[src/rtl/spram_uart_reader_if.sv]
// SPRAM read port plus the byte-wide UART transmit handshake.
// The reader is the master and drives the address and send strobe.
interface spram_uart_reader_if #(
  parameter int ADDR_W = 14
);
  logic [ADDR_W-1:0] ram_addr;
  logic [15:0]       ram_rdata;
  logic [7:0]        tx_data;
  logic              tx_send;
  logic              tx_ready;

  modport master (
    output ram_addr,
    output tx_data,
    output tx_send,
    input  ram_rdata,
    input  tx_ready
  );

  modport slave (
    input  ram_addr,
    input  tx_data,
    input  tx_send,
    output ram_rdata,
    output tx_ready
  );
endinterface

[src/rtl/spram_uart_reader.sv]
// Streams a block of 16-bit SPRAM words to the UART.
// Each word goes out as two bytes, high byte first.
module spram_uart_reader #(
  parameter int ADDR_W = 14,
  parameter int RD_LAT = 2
) (
  input  logic              clk,
  input  logic              rst_n,
  input  logic              start,
  input  logic [ADDR_W-1:0] start_addr,
  input  logic [ADDR_W:0]   word_count,
  input  logic              abort,
  output logic              busy,
  output logic              done,
  spram_uart_reader_if.master bus
);

  localparam int LW = (RD_LAT > 1) ? $clog2(RD_LAT) : 1;
  localparam logic [LW-1:0] LAT_LAST = LW'(RD_LAT - 1);
  localparam logic [ADDR_W:0] ONE = (ADDR_W+1)'(1);

  typedef enum logic [2:0] {
    IDLE,
    WAIT,
    SEND_HI,
    GUARD_HI,
    SEND_LO,
    GUARD_LO,
    NEXT
  } state_t;

  state_t            state, state_d;
  logic [ADDR_W-1:0] addr_q, addr_d;
  logic [ADDR_W:0]   remain_q, remain_d;
  logic [LW-1:0]     lat_q, lat_d;
  logic [15:0]       word_q, word_d;
  logic              done_q, done_d;
  logic              send;

  // State register.
  always_ff @(posedge clk or negedge rst_n) begin
    if (!rst_n) state <= IDLE;
    else        state <= state_d;
  end

  // Address, count, latency counter, captured word and done pulse.
  always_ff @(posedge clk or negedge rst_n) begin
    if (!rst_n) begin
      addr_q   <= '0;
      remain_q <= '0;
      lat_q    <= '0;
      word_q   <= '0;
      done_q   <= 1'b0;
    end else begin
      addr_q   <= addr_d;
      remain_q <= remain_d;
      lat_q    <= lat_d;
      word_q   <= word_d;
      done_q   <= done_d;
    end
  end

  // Next state, datapath updates and the send strobe.
  always_comb begin
    state_d  = state;
    addr_d   = addr_q;
    remain_d = remain_q;
    lat_d    = lat_q;
    word_d   = word_q;
    done_d   = 1'b0;
    send     = 1'b0;
    unique case (state)
      IDLE: begin
        if (start && !abort) begin
          if (word_count != '0) begin
            addr_d   = start_addr;
            remain_d = word_count;
            lat_d    = '0;
            state_d  = WAIT;
          end else begin
            done_d = 1'b1;
          end
        end
      end
      WAIT: begin
        lat_d = lat_q + 1'b1;
        if (lat_q == LAT_LAST) begin
          word_d  = bus.ram_rdata;
          state_d = SEND_HI;
        end
      end
      SEND_HI: begin
        if (bus.tx_ready) begin
          send    = 1'b1;
          state_d = GUARD_HI;
        end
      end
      GUARD_HI: state_d = SEND_LO;
      SEND_LO: begin
        if (bus.tx_ready) begin
          send    = 1'b1;
          state_d = GUARD_LO;
        end
      end
      GUARD_LO: state_d = NEXT;
      NEXT: begin
        remain_d = remain_q - 1'b1;
        if (remain_q == ONE) begin
          state_d = IDLE;
          done_d  = 1'b1;
        end else begin
          addr_d  = addr_q + 1'b1;
          lat_d   = '0;
          state_d = WAIT;
        end
      end
      default: state_d = IDLE;
    endcase
    // Abort kills any strobe in flight this cycle and suppresses done.
    if (abort && state != IDLE) begin
      state_d = IDLE;
      send    = 1'b0;
      done_d  = 1'b0;
    end
  end

  assign busy         = (state != IDLE);
  assign done         = done_q;
  assign bus.ram_addr = addr_q;
  assign bus.tx_send  = send;
  assign bus.tx_data  = (state == SEND_LO) ? word_q[7:0] : word_q[15:8];

endmodule

[src/flat_wrapper.sv]
// flat-port wrapper written by rule: the top's interface ports become plain ports
module spram_uart_reader_flat 
#(
  parameter int ADDR_W = 14,
  parameter int RD_LAT = 2
)
  (clk, rst_n, start, start_addr, word_count, abort, busy, done, bus_ram_addr, bus_tx_data, bus_tx_send, bus_ram_rdata, bus_tx_ready);
  spram_uart_reader_if #(.ADDR_W(ADDR_W)) bus_i ();
  input  logic clk;
  input  logic rst_n;
  input  logic start;
  input  logic [ADDR_W-1:0] start_addr;
  input  logic [ADDR_W:0] word_count;
  input  logic abort;
  output logic busy;
  output logic done;
  output wire logic [$bits(bus_i.ram_addr)-1:0] bus_ram_addr;
  output wire logic [$bits(bus_i.tx_data)-1:0] bus_tx_data;
  output wire logic [$bits(bus_i.tx_send)-1:0] bus_tx_send;
  input wire logic [$bits(bus_i.ram_rdata)-1:0] bus_ram_rdata;
  input wire logic [$bits(bus_i.tx_ready)-1:0] bus_tx_ready;
  assign bus_ram_addr = bus_i.ram_addr;
  assign bus_tx_data = bus_i.tx_data;
  assign bus_tx_send = bus_i.tx_send;
  assign bus_i.ram_rdata = bus_ram_rdata;
  assign bus_i.tx_ready = bus_tx_ready;
  spram_uart_reader #(.ADDR_W(ADDR_W), .RD_LAT(RD_LAT)) u_core (.clk(clk), .rst_n(rst_n), .start(start), .start_addr(start_addr), .word_count(word_count), .abort(abort), .busy(busy), .done(done), .bus(bus_i));
endmodule
[config.mk]
export PLATFORM = sky130hd
export DESIGN_NAME = spram_uart_reader_flat
export DESIGN_NICKNAME = d
export VERILOG_FILES = /design/src/rtl/spram_uart_reader_if.sv /design/src/rtl/spram_uart_reader.sv /design/src/flat_wrapper.sv
export SDC_FILE = /design/constraint.sdc
export NUM_CORES = 1
export LEC_CHECK = 0
export ABC_AREA = 1
export CORE_MARGIN = 3
export CORE_UTILIZATION = 52
export CTS_BUF_LIST = sky130_fd_sc_hd__clkbuf_2
export DETAILED_ROUTE_END_ITERATION = 10
export HOLD_SLACK_MARGIN = 0.15
export PLACE_DENSITY = 0.82
export REMOVE_ABC_BUFFERS = 1
export SYNTH_ARGS = -nofsm -noshare
export SYNTH_HDL_FRONTEND = slang
export SYNTH_SLANG_ARGS = --single-unit
[constraint.sdc]
create_clock -name clk -period 1.95 [get_ports clk]
set_input_delay 0.195 -clock clk [delete_from_list [all_inputs] [get_ports clk]]
set_output_delay 0.195 -clock clk [all_outputs]
set_load 0.05 [all_outputs]
* Word level (Yosys, flattened, before mapping) *
Cells that the tools add are included.

storage, ports and cells
  bits of input ports = 50
  output and inout bits = 25
  register bits = 50
  logic and storage cells = 66

cells by class
  add/sub/neg operators = 3
  equal/unequal tests = 15
  reduce and logical (&&, ||, !) cells = 14
  multiplexer cells = 28

operators with widths
  cell                                                    count
  2-to-1 mux 14 bit                                       3
  2-to-1 mux 15 bit                                       2
  case mux 15 bit (2 select lines)                        1
  case mux 14 bit (2 select lines)                        1
  case mux 3 bit (7 select lines)                         1
  2-to-1 mux 3 bit                                        6
  equality test 15 x 1 -> 1 bit (second input constant)   1
  nonzero test 15 bit                                     1
  subtractor 15 x 1 -> 15 bit (second input constant)     1
  adder 14 x 1 -> 14 bit (second input constant)          1
  2-to-1 mux 1 bit                                        11
  equality test 3 bit (second input constant)             3
  inequality test 3 x 1 -> 1 bit (second input constant)  3
  2-to-1 mux 8 bit                                        1
  AND reduction 4 bit                                     2
  equality test 3 x 2 -> 1 bit (second input constant)    2
  inequality test 3 x 2 -> 1 bit (second input constant)  2
  nonzero test 3 bit                                      2
  AND reduction 5 bit                                     1
  inequality test 2 x 1 -> 1 bit (second input constant)  2
  equality test 3 x 1 -> 1 bit (second input constant)    1
  logical NOT 3 bit                                       1
  case mux 1 bit (3 select lines)                         1
  AND reduction 3 bit                                     1
  other kinds (8)                                         9

* Logic depth before layout (Yosys ltp) *
Gate-level depths: netlist of run 1.

  word-level depth = 5
  mapped depth = 10
  mapped depth without buffers = 10

* Worst setup path before layout of run 1 *
No wires, ideal clock.

  kind = flip-flop to flip-flop
  from = register u_core.addr_q[0] (netlist: u_core.bus.ram_addr[0])
  to = register u_core.addr_q[8] (netlist: u_core.bus.ram_addr[8])
  clock period less this slack = 1.763 ns
  path slack = 0.187 ns
  arrival = 1.643 ns
  data required time = 1.831 ns
  buffers on the path = 0
  stages on the path, launching flop included = 9
  library setup time = 0.119 ns
  path through = dfrtp_1 > ha_1 > nand3_1 > nor2_1 > nand3_1 > nand3_1 > nand2_1 > nand2_2 > o21ai_2

between the ends
  cells in the longest elaborated chain, start to end = 3

RTL lines
  element                           RTL line                  text
  start, declared                   spram_uart_reader.sv:33   logic [ADDR_W-1:0] addr_q, addr_d;
  start signal, assigned            spram_uart_reader.sv:55   addr_q <= addr_d;
  adder 14 x 1 -> 14 bit            spram_uart_reader.sv:112  addr_d = addr_q + 1'b1;
  2-to-1 mux 14 bit                 spram_uart_reader.sv:108  if (remain_q == ONE) begin
  case mux 14 bit (2 select lines)  spram_uart_reader.sv:72   unique case (state)

No other way between the ends. The select of a mux whose other input is x is not followed.
A chain may end at the register's enable or synchronous reset.

* Final worst setup path of run 1 *
  from = register u_core.state[0]
  to = output port bus_tx_data[7]

between the ends
  cells in the longest elaborated chain, start to end = 2

RTL lines
  element                 RTL line                  text
  start, declared         spram_uart_reader.sv:32   state_t state, state_d;
  start signal, assigned  spram_uart_reader.sv:43   else state <= state_d;
  equality test 3 bit     spram_uart_reader.sv:131  assign bus.tx_data = (state == SEND_LO) ? word_q[7:0] : word_q[15:8];
  2-to-1 mux 8 bit        spram_uart_reader.sv:131
  end, declared           flat_wrapper.sv:18        output wire logic [$bits(bus_i.tx_data)-1:0] bus_tx_data;

No other way between the ends.

==> flow_summary.yaml, run 1 <==
timing:
  rsz0062_at_grt: "true"
  period_needed_ps: 1860
  tightestPinTransition_ps: 608
  hold_viol: 0
  maxSlewViolCount: 0
  slew-limit-headroom_pct: 59.5
  setup_viol: 0
  skew_ps: 36.1
  min_period_over_period_pct: 95.2
  setup_ws_ps: 92.8
  whs_ps: 229
  fmax_mhz: 538
routing:
  vias_per_cell: 5.21
  dr.pass1.iters: 4
  avgRoutedWirePerCell_um: 13.1
  vias: 3312
  ant_nets: 0
  drc: 0
  drt_iter0_drc: 154
  wl_um: 8360
run_status:
  status: "completed"
worst_hold_path:
  hold_class: "in -> async"
logic_synthesis:
  synth_cells: 474
  synth_cell_type_count: 28
  yosysWarningCount: 0
  synth-seq-cells: 50
  syn_area_per_cell_sq_um: 6.88
  syn-cell-area_sq_um: 3260
  yosysSeqAreaShare_pct: 38.3
power:
  ir_drop_v: 0.00117
  leakagePower_nw: 2.19
  power_per_cell_area_nw_per_um2: 1740
floorplan:
  die_area_sq_um: 7260
  die_h_um: 85.2
  rows: 28
  start_util_pct: 54.5
  die_w_um: 85.2
  io_pins: 75
  core_area_sq_um: 5990
worst_setup_path:
  r2r_start: "u_core.state[0]$_DFFE_PN0P_"
  crit_path_end_kind: "primary output"
  r2r_slack_ps: 120
  path_class: "reg -> out"
  cp.required_ps: 1750
  startpoint: "u_core.state[0]$_DFFE_PN0P_"
  crit-reg2reg-capture: "u_core.bus.ram_addr[11]$_DFFE_PN0P_"
  arrival_ps: 1660
  start_kind: "flop"
  critPathMaxFanout: 8
  reg2reg_depth: 10
layout:
  syn2layout_area_growth_pct: 33.9
  final_util_pct: 73.0
  layout-drive-gt1-share_pct: 17.6
  diodes: 0
  final_common_cell: "nand2_1"
  final_cell_mix: "nand2_1 (190), clkdlybuf4s50_1 (49), dfrtp_1 (49)"
  fill_cells: 473
  final_nets: 613
  finalNonFillerCells: 636
placed_design:
  io_buffers: 74
  dp_slack_ps: -130
  globalplace.congestion: 0.901
  dp.cells: 622
  post-dp-hpwl_um: 6020
cts:
  ctsLongestPathBuffers: 2
  clock_insertion_delay_worst_skew_ps: 450
  cts_tree: "done"
  htreeDepth: 2
  cts_root_buf: "clkbuf_2"
  path_clk_slew_ps: 300
  cts.sinks: 50
  cts_buffers: 5
flow_run:
  drv_cap: 0
global_routing:
  overflow: 0
  antenna_found_initial: 0
  grt_pass1_vias: 3147
  grt_max_degree: 37
  grt.total_usage_pct: 22.7
  grt_pass1_wl_um: 13500
[report_power, final]
group | switching (W) | leakage, nW | internal [W] | total [W]
logic | 0.00315 | 1.55 | 0.00191 | 0.00506
registers | 0.000528 | 0.607 | 0.00156 | 0.00209
clock network | 0.000359 | 0.0339 | 0.000102 | 0.000461
[cell families after synthesis]
family	after synthesis	synth area share (%)
adder cells (fa/ha/maj)	3	1.15
AO/OA/AOI/OAI	27	5.06
flip-flops	50	38.3
XOR/XNOR	5	1.34
buffers and inverters	53	7.09
AND/OR/NAND/NOR	320	41.5
multiplexers	16	5.52
[flip-flops by register name, indices dropped and copies added (netlist names)]
name                 cells
u_core.remain_q         15
u_core.state             3
u_core.done              1
u_core.lat_q             1
u_core.word_q           16
u_core.bus.ram_addr     14
[synthesized netlist by cell type]
library cell / n / area (sq um)
a2111oi_0: 1 / 8.76
a21oi_1: 4 / 20.0
buf_2: 4 / 20.0
buf_6: 3 / 33.8
clkbuf_1: 4 / 15.0
dfrtp_1: 50 / 1250
ha_1: 3 / 37.5
inv_1: 37 / 139
inv_2: 3 / 11.3
inv_4: 2 / 12.5
mux2_1: 2 / 22.5
mux2_2: 14 / 158
nand2_1: 205 / 769
nand2_2: 9 / 56.3
nand2_4: 1 / 11.3
nand3_1: 41 / 205
nand3_2: 2 / 20.0
nand3b_1: 2 / 15.0
nand4_1: 7 / 43.8
nor2_1: 45 / 169
nor2_2: 2 / 12.5
nor2_4: 3 / 33.8
nor3_1: 1 / 5.00
o21ai_0: 13 / 65.1
o21ai_1: 2 / 10.0
o21ai_2: 7 / 61.3
or2_2: 2 / 12.5
xor2_1: 5 / 43.8
[area by class of cell]
type	count	area (sq um)	share of cell area, %
multi-input cells	372	1860	42.5
flip-flops and latches	50	1250	28.7
repair buffers	89	948	21.7
inverters	42	168	3.84
well taps	75	93.8	2.15
clock inverters	3	26.3	0.601
clock buffers	5	25.0	0.573
[worst max-delay path, stage by stage (launching register included)]
cell and delay, ps:
dfrtp_1 470, buf_6 140, nor2_4 90, nand2_4 90, buf_8 150, nand2_1 60
nand2_1 80, buf_12 150
[metrics by stage]
stage | TNS (ps) | total power, W | cell area [sq um]
finish | 0 | 0.00762 | 4370
CTS | -11.5 | 0.00741 | 4290
detailed placement | -908 | 0.00690 | 4200
global placement | -353 | 0.00676 | 4200
floorplan | -1150 | 0.00517 | 3190
global route | -4.22 | 0.00820 | 4370
[metal layers]
metal	wire [um]	track usage [%]	vias up
met2	4120	38.9	107
met4	154	7.77	0
met3	523	4.08	15
met5	0	0	-
li1	-	-	1664
met1	3560	29.0	1526
[worst max path at each step]
stage                                                to  depth (start not counted)
detailed placement  u_core.bus.ram_addr[11]$_DFFE_PN0P_                         10
finish                                   bus_tx_data[7]                          7
CTS                                      bus_tx_data[2]                          7
floorplan           u_core.bus.ram_addr[10]$_DFFE_PN0P_                          9
global placement    u_core.bus.ram_addr[12]$_DFFE_PN0P_                         10
global route        u_core.bus.ram_addr[11]$_DFFE_PN0P_                         10
[timing repair]
action / 4_1_cts / 5_1_grt
gates cloned: 1 / 0
endpoints found under the setup margin: 26 / 13
hold endpoints to repair: 50 / 0
gates resized for setup: 26 / 18
setup buffers: 1 / 3
pin swaps: 3 / 6
hold buffers: 1 / 0
Power figures use the tool's default switching activity.
==> inputs of run 2 (changes only) <==
Settings changed: CAP_MARGIN set to 20.
==> results of run 2 <==
No change in the layout: final DEF, timing and power equal those of run 1.
